===== src/rtl/tcdm_pkg.sv =====
// tcdm_pkg: shared buffer state encoding and default request payload layout.
//   tcdm_state_e : occupancy of the 2-entry request skid buffer
//   tcdm_req_t   : request payload (add, wen, wdata, be) at the default widths,
//                  used as the default payload type of tcdm_pipe_req_slot
package tcdm_pkg;

    localparam int unsigned TCDM_ADDR_WIDTH = 32;
    localparam int unsigned TCDM_DATA_WIDTH = 32;
    localparam int unsigned TCDM_BE_WIDTH   = TCDM_DATA_WIDTH / 8;

    typedef enum logic [1:0] {
        EMPTY = 2'd0,
        ONE   = 2'd1,
        FULL  = 2'd2
    } tcdm_state_e;

    typedef struct packed {
        logic [TCDM_ADDR_WIDTH-1:0] add;
        logic                       wen;
        logic [TCDM_DATA_WIDTH-1:0] wdata;
        logic [TCDM_BE_WIDTH-1:0]   be;
    } tcdm_req_t;

endpackage


===== src/rtl/tcdm_pipe_req_slot.sv =====
// tcdm_pipe_req_slot: load-enabled payload register with asynchronous clear.
//   clk_i  : clock
//   rstn_i : asynchronous active-low clear
//   load_i : capture d_i on the next rising edge
//   d_i    : payload in
//   q_o    : stored payload
module tcdm_pipe_req_slot
    import tcdm_pkg::*;
#(
    parameter type T = tcdm_req_t
) (
    input  logic clk_i,
    input  logic rstn_i,
    input  logic load_i,
    input  T     d_i,
    output T     q_o
);

    T slot_q;

    always_ff @(posedge clk_i or negedge rstn_i) begin
        if (!rstn_i) slot_q <= '0;
        else if (load_i) slot_q <= d_i;
    end

    assign q_o = slot_q;

endmodule


===== src/rtl/tcdm_pipe_req.sv =====
// tcdm_pipe_req: 2-entry in-order request pipe stage between an initiator and an SRAM bank.
//   clk_i, rstn_i                 : clock, asynchronous active-low reset
//   data_req_i .. data_be_i       : initiator request (valid + payload)
//   data_gnt_o                    : grant to initiator, decoded from state only
//   data_*_SRAM_o                 : registered request toward the bank (payload zero when idle)
//   data_gnt_SRAM_i               : bank grant
//   rvalid_o                      : read-data-valid, one cycle after a read is issued
module tcdm_pipe_req
    import tcdm_pkg::*;
#(
    parameter int unsigned DATA_WIDTH = 32,
    parameter int unsigned ADDR_WIDTH = 32,
    parameter int unsigned BE_WIDTH   = DATA_WIDTH / 8
) (
    input  logic                  clk_i,
    input  logic                  rstn_i,
    input  logic                  data_req_i,
    input  logic [ADDR_WIDTH-1:0] data_add_i,
    input  logic                  data_wen_i,
    input  logic [DATA_WIDTH-1:0] data_wdata_i,
    input  logic [BE_WIDTH-1:0]   data_be_i,
    output logic                  data_gnt_o,
    output logic                  data_req_SRAM_o,
    output logic [ADDR_WIDTH-1:0] data_add_SRAM_o,
    output logic                  data_wen_SRAM_o,
    output logic [DATA_WIDTH-1:0] data_wdata_SRAM_o,
    output logic [BE_WIDTH-1:0]   data_be_SRAM_o,
    input  logic                  data_gnt_SRAM_i,
    output logic                  rvalid_o
);

    typedef struct packed {
        logic [ADDR_WIDTH-1:0] add;
        logic                  wen;
        logic [DATA_WIDTH-1:0] wdata;
        logic [BE_WIDTH-1:0]   be;
    } req_t;

    tcdm_state_e state_q, state_d;
    req_t        in_req, head_q, skid_q, head_d;
    logic        head_ld, skid_ld, accept, issue, rvalid_q;

    assign in_req          = '{add: data_add_i, wen: data_wen_i, wdata: data_wdata_i, be: data_be_i};
    assign data_gnt_o      = state_q != FULL;
    assign data_req_SRAM_o = state_q != EMPTY;
    assign accept          = data_req_i & data_gnt_o;
    assign issue           = data_req_SRAM_o & data_gnt_SRAM_i;

    // Draining FULL promotes the skid entry; every other head load takes the new request.
    assign head_d = state_q == FULL ? skid_q : in_req;

    always_comb begin
        state_d = state_q;
        head_ld = 1'b0;
        skid_ld = 1'b0;
        case (state_q)
            EMPTY: begin
                head_ld = accept;
                state_d = accept ? ONE : EMPTY;
            end
            ONE: begin
                head_ld = accept & issue;
                skid_ld = accept & ~issue;
                state_d = skid_ld ? FULL : (issue & ~accept) ? EMPTY : ONE;
            end
            FULL: begin
                head_ld = issue;
                state_d = issue ? ONE : FULL;
            end
            default: state_d = EMPTY;
        endcase
    end

    always_ff @(posedge clk_i or negedge rstn_i) begin
        if (!rstn_i) begin
            state_q  <= EMPTY;
            rvalid_q <= 1'b0;
        end else begin
            state_q  <= state_d;
            rvalid_q <= issue & head_q.wen;
        end
    end

    tcdm_pipe_req_slot #(.T(req_t)) i_head (
        .clk_i  (clk_i),
        .rstn_i (rstn_i),
        .load_i (head_ld),
        .d_i    (head_d),
        .q_o    (head_q)
    );

    tcdm_pipe_req_slot #(.T(req_t)) i_skid (
        .clk_i  (clk_i),
        .rstn_i (rstn_i),
        .load_i (skid_ld),
        .d_i    (in_req),
        .q_o    (skid_q)
    );

    assign data_add_SRAM_o   = data_req_SRAM_o ? head_q.add   : '0;
    assign data_wen_SRAM_o   = data_req_SRAM_o ? head_q.wen   : 1'b0;
    assign data_wdata_SRAM_o = data_req_SRAM_o ? head_q.wdata : '0;
    assign data_be_SRAM_o    = data_req_SRAM_o ? head_q.be    : '0;
    assign rvalid_o          = rvalid_q;

endmodule

===== config.mk =====
export PLATFORM = sky130hd
export DESIGN_NAME = tcdm_pipe_req
export DESIGN_NICKNAME = d
export VERILOG_FILES = /design/src/rtl/tcdm_pkg.sv /design/src/rtl/tcdm_pipe_req_slot.sv /design/src/rtl/tcdm_pipe_req.sv
export SDC_FILE = /design/constraint.sdc
export NUM_CORES = 1
export LEC_CHECK = 0
export ABC_AREA = 1
export BUFFER_PORTS_ARGS = -buffer_cell sky130_fd_sc_hd__buf_2
export CAP_MARGIN = 30
export CORE_MARGIN = 3
export CORE_UTILIZATION = 40
export DETAILED_ROUTE_END_ITERATION = 16
export SLEW_MARGIN = 20
export SYNTH_ARGS = -nofsm -noshare
export SYNTH_HDL_FRONTEND = slang
export SYNTH_SLANG_ARGS = --single-unit
export TNS_END_PERCENT = 20

===== constraint.sdc =====
create_clock -name clk_i -period 2 [get_ports clk_i]
set_input_delay 0.1 -clock clk_i [delete_from_list [all_inputs] [get_ports clk_i]]
set_output_delay 0.1 -clock clk_i [all_outputs]
set_load 0.02 [all_outputs]

==> results.json <==
{
  "outcome": "complete, no violations",
  "finalWorstPathRequiredPeriod_ns": 1.94,
  "period_share_pct": 96.8,
  "hold_violations": 0,
  "synth_enable_flop_cells": 0,
  "synth_flop_cell": "sky130_fd_sc_hd__dfrtp_1",
  "hpwlAfterDp_um": 11900,
  "worstPathCellList": "buf_4, inv_1, nand2_4, buf_16, buf_2",
  "num-fill-cells": 1655,
  "cts.root.buffer_cell": "sky130_fd_sc_hd__clkbuf_16",
  "wire_length_of_the_first_global_routing_pass_um": 35000,
  "place_congestion": 0.753,
  "cellPowerDensity_nw_per_um2": 1490,
  "overall_die_height_um": 139,
  "count_of_endpoints_failing_setup_in_the_final_report": 0,
  "synthesis.area_per_instance_um2": 7.11,
  "rsz0062_at_grt": "true",
  "worst-endpoint-arrival_ns": 1.84,
  "floorplan.io_pins": 145,
  "syn_inst": 993,
  "clock_buffers_created_by_tritoncts": 17,
  "drt_drc_violations_left": 0,
  "postSynthRegisterBits": 141,
  "power.total_mw": 13.9,
  "grt_overflow_total": 0,
  "syn-num-nets": 1067,
  "die_w_um": 139,
  "area_of_the_die_um2": 19300,
  "synth_top_cells_by_area": "sky130_fd_sc_hd__dfrtp_1 (50%), sky130_fd_sc_hd__nand2_1 (26%), sky130_fd_sc_hd__nand4_1 (6.1%)",
  "critical_path.max_stage_delay_ns": 0.39,
  "dr_total_vias": 6931,
  "finish.instance_area_um2": 9380,
  "synth_warnings": 0,
  "synth_sequential_area_ratio_pct": 50.0,
  "input_output_buffers": 144,
  "setup.worst_path.start_class": "flip-flop",
  "yosys.area.top_type": "sky130_fd_sc_hd__dfrtp_1",
  "timing.critical_path.fanout_max": 51,
  "report.final.slew_viol_count": 0,
  "maxCapViolCount": 0,
  "postCtsSetupRepairBufs": 0,
  "core-area_um2": 16900,
  "grt_start_max_net_pins": 71,
  "placed_area_um2": 8070,
  "sequential_cell_area_um2": 3530,
  "grt_pass1_vias": 6766,
  "critical_path.endpoint_type": "output pin",
  "critical_path_data_required_time_ns": 1.90,
  "synth.top_cells.by_count": "sky130_fd_sc_hd__nand2_1 (488), sky130_fd_sc_hd__dfrtp_1 (141), sky130_fd_sc_hd__inv_1 (73), sky130_fd_sc_hd__nor2_1 (73), sky130_fd_sc_hd__nand3_1 (70)",
  "timing.fmax_ghz": 0.517,
  "final_nets": 1251,
  "synth_most_common_cell": "sky130_fd_sc_hd__nand2_1",
  "final_worst_slack_ns": 0.0645,
  "routed_wirelength_um": 21200,
  "detailedPlace.worstSlack_ns": 0.0590,
  "critPathKind": "reg2out",
  "irDropWorstVdd_uv": 952,
  "final.hold.worst_slack_ns": 0.206,
  "multi_input_area_um2": 2990,
  "netlist.area_leader.share_pct": 50.0,
  "timing.critical_path.slowest_stage_cell": "sky130_fd_sc_hd__dfrtp_1",
  "first_iter_violations": 440,
  "track_usage_pct": 22.0,
  "tightestPinTransition_ns": 0.831,
  "clock_path_buffers": 2,
  "detailedRoute.firstPassIterationCount": 5,
  "antenna_cells_inserted": 0,
  "aggregate_negative_setup_slack_ns": 0,
  "fin_skew_ns": 0.0108,
  "areaGrowthSynthToFinish_pct": 32.8,
  "cts.reportedPaths.clkPinSlew_ns": 0.06,
  "row_count": 47,
  "leakagePower_nw": 5.32,
  "detail_route.vias_per_cell": 4.92,
  "mappedNetlistArea_um2": 7060,
  "synth_async_sr_flop_share_pct": 100,
  "floorplan.initialDensity_pct": 41.7,
  "max-slew-margin-rel_pct": 44.6,
  "worstSkewPairLatency_ns": 0.42,
  "cts-htree-levels": 4,
  "antenna_found_initial": 0,
  "clock_tree_from_tritoncts": "done",
  "drive_above_1_share_pct": 17.3,
  "clock_sink_count": 141,
  "routedWlPerCell_um": 15.0,
  "synth.lib_cells_used.distinct": 17,
  "ant_nets": 0,
  "worstHoldPathType": "in2async"
}
[flip-flops by register name, indices dropped and copies added, names as in the netlist]
name,count
i_head.q_o,69
state_q,2
i_skid.q_o,69
rvalid_o,1
[kinds of logic (layout without fill, tap and decap cells)]
logic type      after synthesis  count (layout)  synth area share [%]
compound gates                2               2                 0.177
buf+inv                     146             343                  8.36
fa+ha+maj                     1               1                 0.177
flops                       141             141                  50.0
simple gates                703             703                  41.3
[where the power goes]
part	total (mW)	internal, mW	leakage (nW)	switching (mW)
sequential	4.99	4.26	1.75	0.733
combinational	5.93	2.03	3.30	3.90
clock	3.02	1.75	0.263	1.27
[through the flow]
| step | util [%] | instances |
|---|---|---|
| 2_1_floorplan | - | 993 |
| 3_3_place_gp | 47.6 | 1307 |
| 3_5_place_dp | 47.6 | 1307 |
| 4_1_cts | 55.3 | 1410 |
| 5_1_grt | 55.4 | 1410 |
| 6_report | 55.4 | 1410 |
[placed cells by master (no fill, tap or decap)]
cell                            instances
sky130_fd_sc_hd__nor2_1                71
sky130_fd_sc_hd__ha_1                   1
sky130_fd_sc_hd__buf_12                 8
sky130_fd_sc_hd__o211ai_1               1
sky130_fd_sc_hd__buf_6                  2
sky130_fd_sc_hd__nand3_2                1
sky130_fd_sc_hd__buf_8                  1
sky130_fd_sc_hd__clkinv_4               1
sky130_fd_sc_hd__nand3_1               69
sky130_fd_sc_hd__inv_1                 73
sky130_fd_sc_hd__clkbuf_1               2
sky130_fd_sc_hd__nand3_4                2
sky130_fd_sc_hd__dfrtp_1              141
sky130_fd_sc_hd__nor2_4                 3
sky130_fd_sc_hd__nand4_1               69
sky130_fd_sc_hd__buf_16                 2
sky130_fd_sc_hd__clkinv_2               3
sky130_fd_sc_hd__dlygate4sd3_1         71
sky130_fd_sc_hd__nand2_1              485
sky130_fd_sc_hd__clkbuf_16             17
sky130_fd_sc_hd__nand2_2                2
sky130_fd_sc_hd__bufinv_16              1
sky130_fd_sc_hd__nand2_4                1
sky130_fd_sc_hd__o21ai_0                1
sky130_fd_sc_hd__buf_4                  9
sky130_fd_sc_hd__inv_2                  2
sky130_fd_sc_hd__buf_2                143
sky130_fd_sc_hd__inv_6                  3
sky130_fd_sc_hd__clkinvlp_4             4
sky130_fd_sc_hd__clkbuf_8               1
[final timing paths]
| kind | start | to | slack (ns) | cells after the start |
|---|---|---|---|---|
| setup / recovery | state_q[0] | data_gnt_o | 0.06 | 5 |
| hold reg to reg | i_skid.q_o[15] | i_skid.q_o[15] | 0.47 | 2 |
| setup reg to reg | state_q[1] | i_head.q_o[3] | 0.17 | 10 |
| max in group asynchronous | rstn_i | i_head.q_o[57] | 1.19 | 3 |
| min in group clk_i | data_req_i | state_q[0] | 0.26 | 5 |
| hold / removal | rstn_i | i_head.q_o[15] | 0.21 | 2 |
[critical path, delay by kind of cell, from the launching register on]
kind                   cells  cell delay [ns]
buffers and inverters      4             0.77
flip-flops                 1             0.39
AND/OR/NAND/NOR            1             0.25
[what timing repair did]
action	4_1_cts	5_1_grt
resized for setup	5	4
endpoints found under the hold margin	149	0
setup endpoints to repair	41	85
hold buffers	71	0
[layer usage]
metal	vias up	GRT usage (%)	wire, um
met1	3270	30.2	9950
met3	21	4.21	980
met4	0	5.20	274
li1	3450	-	-
met2	190	36.2	9990
met5	-	0	0
[final cells by class]
class | instances | share of cell area (%)
Multi-Input combinational cell | 706 | 31.9
Sequential cell | 141 | 37.6
Tap cell | 220 | 2.93
Timing Repair Buffer | 236 | 18.6
Clock buffer | 20 | 4.76
Clock inverter | 12 | 1.17
Inverter | 75 | 3.00
Power figures use the tool's default switching activity.
